`src/rtl/if_id_interlock.sv`:
```
`default_nettype none
// ============================================================================
//  Module   : if_id_interlock
//  Purpose  : IF/ID pipeline register with its interlock controller. Freezes
//             the PC and IF/ID on a load-use stall and injects an ID/EX bubble.
//             It squashes the wrong-path fetch on a branch flush. A stall that
//             runs too long raises a sticky trap, which only reset can clear.
//  Ports    : clk, rst_n           clock, async active-low reset
//             stall_req            hazard detector stall request
//             flush                branch taken, resolved in ID
//             if_instr/if_pc_plus2/if_valid   fetch stage inputs
//             pc_we, idex_bubble   combinational interlock controls
//             id_instr/id_pc_plus2/id_valid   registered IF/ID contents
//             stall_cnt            consecutive stall cycles so far
//             stall_timeout        sticky runaway-stall trap flag
//  Revision : 1.0 - initial release
// ============================================================================
module if_id_interlock #(
  parameter int             IW        = 16,
  parameter int             PW        = 16,
  parameter logic [IW-1:0]  NOP_INSTR = 16'h0000,
  parameter int             MAX_STALL = 3,
  localparam int            CW        = $clog2(MAX_STALL + 1)
) (
  input  logic          clk,
  input  logic          rst_n,
  input  logic          stall_req,
  input  logic          flush,
  input  logic [IW-1:0] if_instr,
  input  logic [PW-1:0] if_pc_plus2,
  input  logic          if_valid,
  output logic          pc_we,
  output logic          idex_bubble,
  output logic [IW-1:0] id_instr,
  output logic [PW-1:0] id_pc_plus2,
  output logic          id_valid,
  output logic [CW-1:0] stall_cnt,
  output logic          stall_timeout
);

  typedef enum logic [1:0] {
    RUN  = 2'd0,
    HOLD = 2'd1,
    TRAP = 2'd2
  } state_t;

  state_t        state, state_d;
  logic [IW-1:0] instr_d;
  logic [PW-1:0] pc_d;
  logic          valid_d;
  logic [CW-1:0] cnt_d;
  logic          timeout_d;
  logic          advance;
  logic          stall_eff;

  // A bubble in ID has no operands, so it cannot depend on a pending load.
  assign stall_eff   = stall_req & id_valid;
  assign pc_we       = (state != TRAP) & ~stall_eff;
  assign idex_bubble = (state == TRAP) | stall_eff;

  always_comb begin
    state_d   = state;
    instr_d   = id_instr;
    pc_d      = id_pc_plus2;
    valid_d   = id_valid;
    cnt_d     = stall_cnt;
    timeout_d = stall_timeout;
    advance   = 1'b0;

    case (state)
      RUN: begin
        if (stall_eff) begin
          cnt_d   = CW'(1);
          state_d = HOLD;
        end else begin
          advance = 1'b1;
        end
      end
      HOLD: begin
        if (stall_eff) begin
          if (stall_cnt == CW'(MAX_STALL)) begin
            // Counter stays saturated; the trap freezes everything.
            timeout_d = 1'b1;
            state_d   = TRAP;
          end else begin
            cnt_d = stall_cnt + CW'(1);
          end
        end else begin
          cnt_d   = '0;
          state_d = RUN;
          advance = 1'b1;
        end
      end
      default: begin
        // TRAP: nothing moves until reset.
      end
    endcase

    // A flush during a stall is dropped: ID re-asserts it once operands are valid.
    if (advance) begin
      if (flush) begin
        instr_d = NOP_INSTR;
        valid_d = 1'b0;
        pc_d    = '0;
      end else begin
        instr_d = if_valid ? if_instr : NOP_INSTR;
        valid_d = if_valid;
        pc_d    = if_pc_plus2;
      end
    end
  end

  always_ff @(posedge clk or negedge rst_n) begin
    if (!rst_n) begin
      state         <= RUN;
      id_instr      <= NOP_INSTR;
      id_pc_plus2   <= '0;
      id_valid      <= 1'b0;
      stall_cnt     <= '0;
      stall_timeout <= 1'b0;
    end else begin
      state         <= state_d;
      id_instr      <= instr_d;
      id_pc_plus2   <= pc_d;
      id_valid      <= valid_d;
      stall_cnt     <= cnt_d;
      stall_timeout <= timeout_d;
    end
  end

endmodule
`default_nettype wire

```
`config.mk`:
```
export PLATFORM = sky130hd
export DESIGN_NAME = if_id_interlock
export DESIGN_NICKNAME = d
export VERILOG_FILES = /design/src/rtl/if_id_interlock.sv
export SDC_FILE = /design/constraint.sdc
export NUM_CORES = 1
export LEC_CHECK = 0
export CAP_MARGIN = 20
export CELL_PAD_IN_SITES_DETAIL_PLACEMENT = 2
export CELL_PAD_IN_SITES_GLOBAL_PLACEMENT = 2
export CORE_MARGIN = 5
export CORE_UTILIZATION = 21
export DETAILED_ROUTE_END_ITERATION = 10
export HOLD_SLACK_MARGIN = 0.06
export PLACE_DENSITY = 0.75
export SKIP_LAST_GASP = 1
export SLEW_MARGIN = 20
export SYNTH_ARGS = -nofsm -noshare
export SYNTH_HDL_FRONTEND = slang
export SYNTH_SLANG_ARGS = --single-unit
```
`constraint.sdc`:
```
create_clock -name clk -period 1.61 [get_ports clk]
set_clock_uncertainty 0.2 [all_clocks]
set_input_delay 0.322 -clock clk [delete_from_list [all_inputs] [get_ports clk]]
set_output_delay 0.322 -clock clk [all_outputs]
set_load 0.05 [all_outputs]
```
==> impl_metrics.yaml <==
logic_synthesis:
  async_reset_ff_share_pct: 100
  synth_top_area_share_pct: 61.2
  netlist_top_cells_count: "dfrtp_1, nand2_1, o21ai_0"
  synth-edff-count: 0
  synth.most_common_cell: "dfrtp_1"
  synth_warnings: 0
  synth_cell_types: 23
  synth_top_cell_by_area: "dfrtp_1"
  synth_area_leaders: "dfrtp_1, a22o_1, nand2b_1"
  netlist_area_sq_mm: 0.00155
  synth-seq-area-share_pct: 61.2
  synth_fp_nets: 174
  ys_ff_latch: 38
  synth_cells: 136
  avgSynthCellArea_sq_um: 11.4
  synth_flop_cell: "dfrtp_1"
floorplanning:
  ios: 75
  die_w_microns: 96.0
  dieHeight_microns: 96.0
  std_cell_rows: 31
  start_util_pct: 21.5
  dieArea_sq_mm: 0.00922
  coreArea_sq_mm: 0.00721
worst_setup_path:
  worstPathArrival_ns: 1.32
  endpoint_kind: "output port"
  crit_type: "register to output port"
  crit_slowest_cell: "dfrtp_2"
  cp_max_fo: 2
  reg2reg_slack_ns: -0.01
  critical_path.top_delay_family: "flip-flops"
  path_cells: "and2_4 -> or2_4 -> clkinvlp_4 -> buf_12"
  required_ns: 1.09
  max_stage_delay_ns: 0.42
  worst_setup_path_start_kind: "register"
  critical_path_buf_inv_count: 2
sta:
  setup_ws_ns: -0.234
  tns_ns: -0.487
  rsz0062_at_grt: "true"
  setup_viol: 6
  relSlewSlack_pct: 66.5
  max_clock_freq_mhz: 542
  period_needed_ns: 1.84
  worst_pin_slew_ns: 0.503
  hold_viol: 0
  slew_violations: 0
  post-route-period-util_pct: 115
grt:
  met2_usage_pct: 20.6
  grt-busiest-layer: "met2"
  grt-ovfl-total: 0
  grt_max_degree: 27
  first_global_vias: 1563
  track_usage_pct: 12.2
  met1_usage_pct: 13.7
  grt_pass1_wl_mm: 8.30
  grtUsageMet3_pct: 5.00
  antenna_found_initial: 0
layout:
  nNetsFinal: 264
  post-route-cell-area_sq_mm: 0.00303
  n_fill_cell: 758
  stdcell_count: 326
  n_antenna_cell: 0
  area_delta_synth_final_pct: 94.9
  multi_input_area_sq_um: 568
  seqCellArea_sq_um: 952
  final_util_pct: 42.0
  drive_gt1_share_pct: 31.3
detailed_routing:
  firstDrtPassIters: 2
  drc_errors: 0
  wl_per_cell_microns: 16.1
  via_per_inst: 4.21
  drtIter0Drc: 17
  dr_total_vias: 1371
  antenna_left: 0
  drt_wl_total_mm: 5.23
cts:
  cts-root-buf: "clkbuf_8"
  htree_levels: 2
  cts_buffers: 5
  cts_tree: "built"
  clk_latency_ns: 0.29
  clock_sinks: 38
  clk_pin_slew_ns: 0.08
  clockBufferDepth: 2
place:
  io_buffers: 74
  gp_congestion: 0.744
  place_inst: 313
  place_hpwl_mm: 4.14
  placed_cell_area_sq_mm: 0.00288
pwr:
  vdd_drop_max_mv: 0.369
  power_density_mw_per_mm2: 894
  p_leak_uw: 0.00133
flow_run:
  cap_violations: 0
status:
  status: "complete, but fails checks"
  violations: "negative setup slack"
min_path:
  hold_path_class: "input pin to async pin"
-- sequential cells by signal, summed over array words and instances (netlist names) --
signal and flops:
id_instr 16, id_pc_plus2 16, id_valid 1, stall_cnt 2, stall_timeout 1, state 2
-- timing repair --
item	in CTS	in global routing
pin swaps	2	2
gates cloned	1	0
endpoints found under the hold margin	19	0
setup buffers	5	2
hold buffers	1	0
endpoints found under the setup margin	14	26
gates resized for setup	5	7
-- routing by layer --
layer | part of all wire, % | up-vias
met1 | 39 | 678
met5 | 0 | -
met4 | 0.99 | 0
li1 | - | 646
met3 | 7.8 | 5
met2 | 53 | 42
-- layout by cell type, fill, tap and decap left out, types with 2 or more instances in the layout --
master           instances
buf_12                  39
dfrtp_1                 37
clkdlybuf4s50_1         34
nand2_1                 19
nand2b_1                18
a22o_1                  16
o21ai_0                 15
buf_4                   12
clkbuf_8                 5
a21oi_1                  4
o21ai_1                  3
buf_6                    3
clkinv_2                 2
-- logic make-up after synthesis --
group | share of synthesized area, %
compound gates | 18.4
simple gates | 16.3
fa+ha+maj | 0.805
flops | 61.2
buf+inv | 3.30
-- stage by stage --
step	total power [uW]	setup slack [ns]	hold WS (ns)
3_5_place_dp	1920	-0.346	0.119
4_1_cts	2780	-0.275	0.332
2_1_floorplan	1420	-0.171	-0.174
3_3_place_gp	1900	-0.311	0.114
6_report	2710	-0.234	0.324
5_1_grt	2840	-0.306	0.372
-- layout make-up --
class                           count  area share (%)
Timing Repair Buffer               91            41.9
Sequential cell                    38            31.4
Multi-Input combinational cell     89            18.8
Tap cell                           99            4.09
Clock buffer                        5            2.27
Clock inverter                      3            1.32
Inverter                            1           0.248
-- final timing paths --
| path | start | end | cells after the start |
|---|---|---|---|
| min reg2reg | id_pc_plus2[1]$_DFFE_PN0P_ | id_pc_plus2[1]$_DFFE_PN0P_ | 2 |
| max | id_valid$_DFFE_PN0P_ | pc_we | 4 |
| max in group asynchronous | rst_n | id_pc_plus2[2]$_DFFE_PN0P_ | 3 |
| max reg2reg | id_valid$_DFFE_PN0P_ | id_instr[0]$_DFFE_PN0P_ | 5 |
| min in group clk | id_pc_plus2[1]$_DFFE_PN0P_ | id_pc_plus2[1]$_DFFE_PN0P_ | 2 |
| min | rst_n | id_instr[5]$_DFFE_PN0P_ | 2 |
-- worst reg2reg max path, stage by stage (launching register included) --
cell	delay [ns]
dfrtp_2	0.42
buf_4	0.15
a21o_4	0.22
nor3b_4	0.27
buf_6	0.17
a22o_1	0.13
-- where the power goes --
group | switching, uW | internal, uW
Combinational | 394 | 414
Sequential | 68.2 | 1020
Clock | 358 | 456
Total | 820 | 1890
Power figures use the tool's default switching activity.
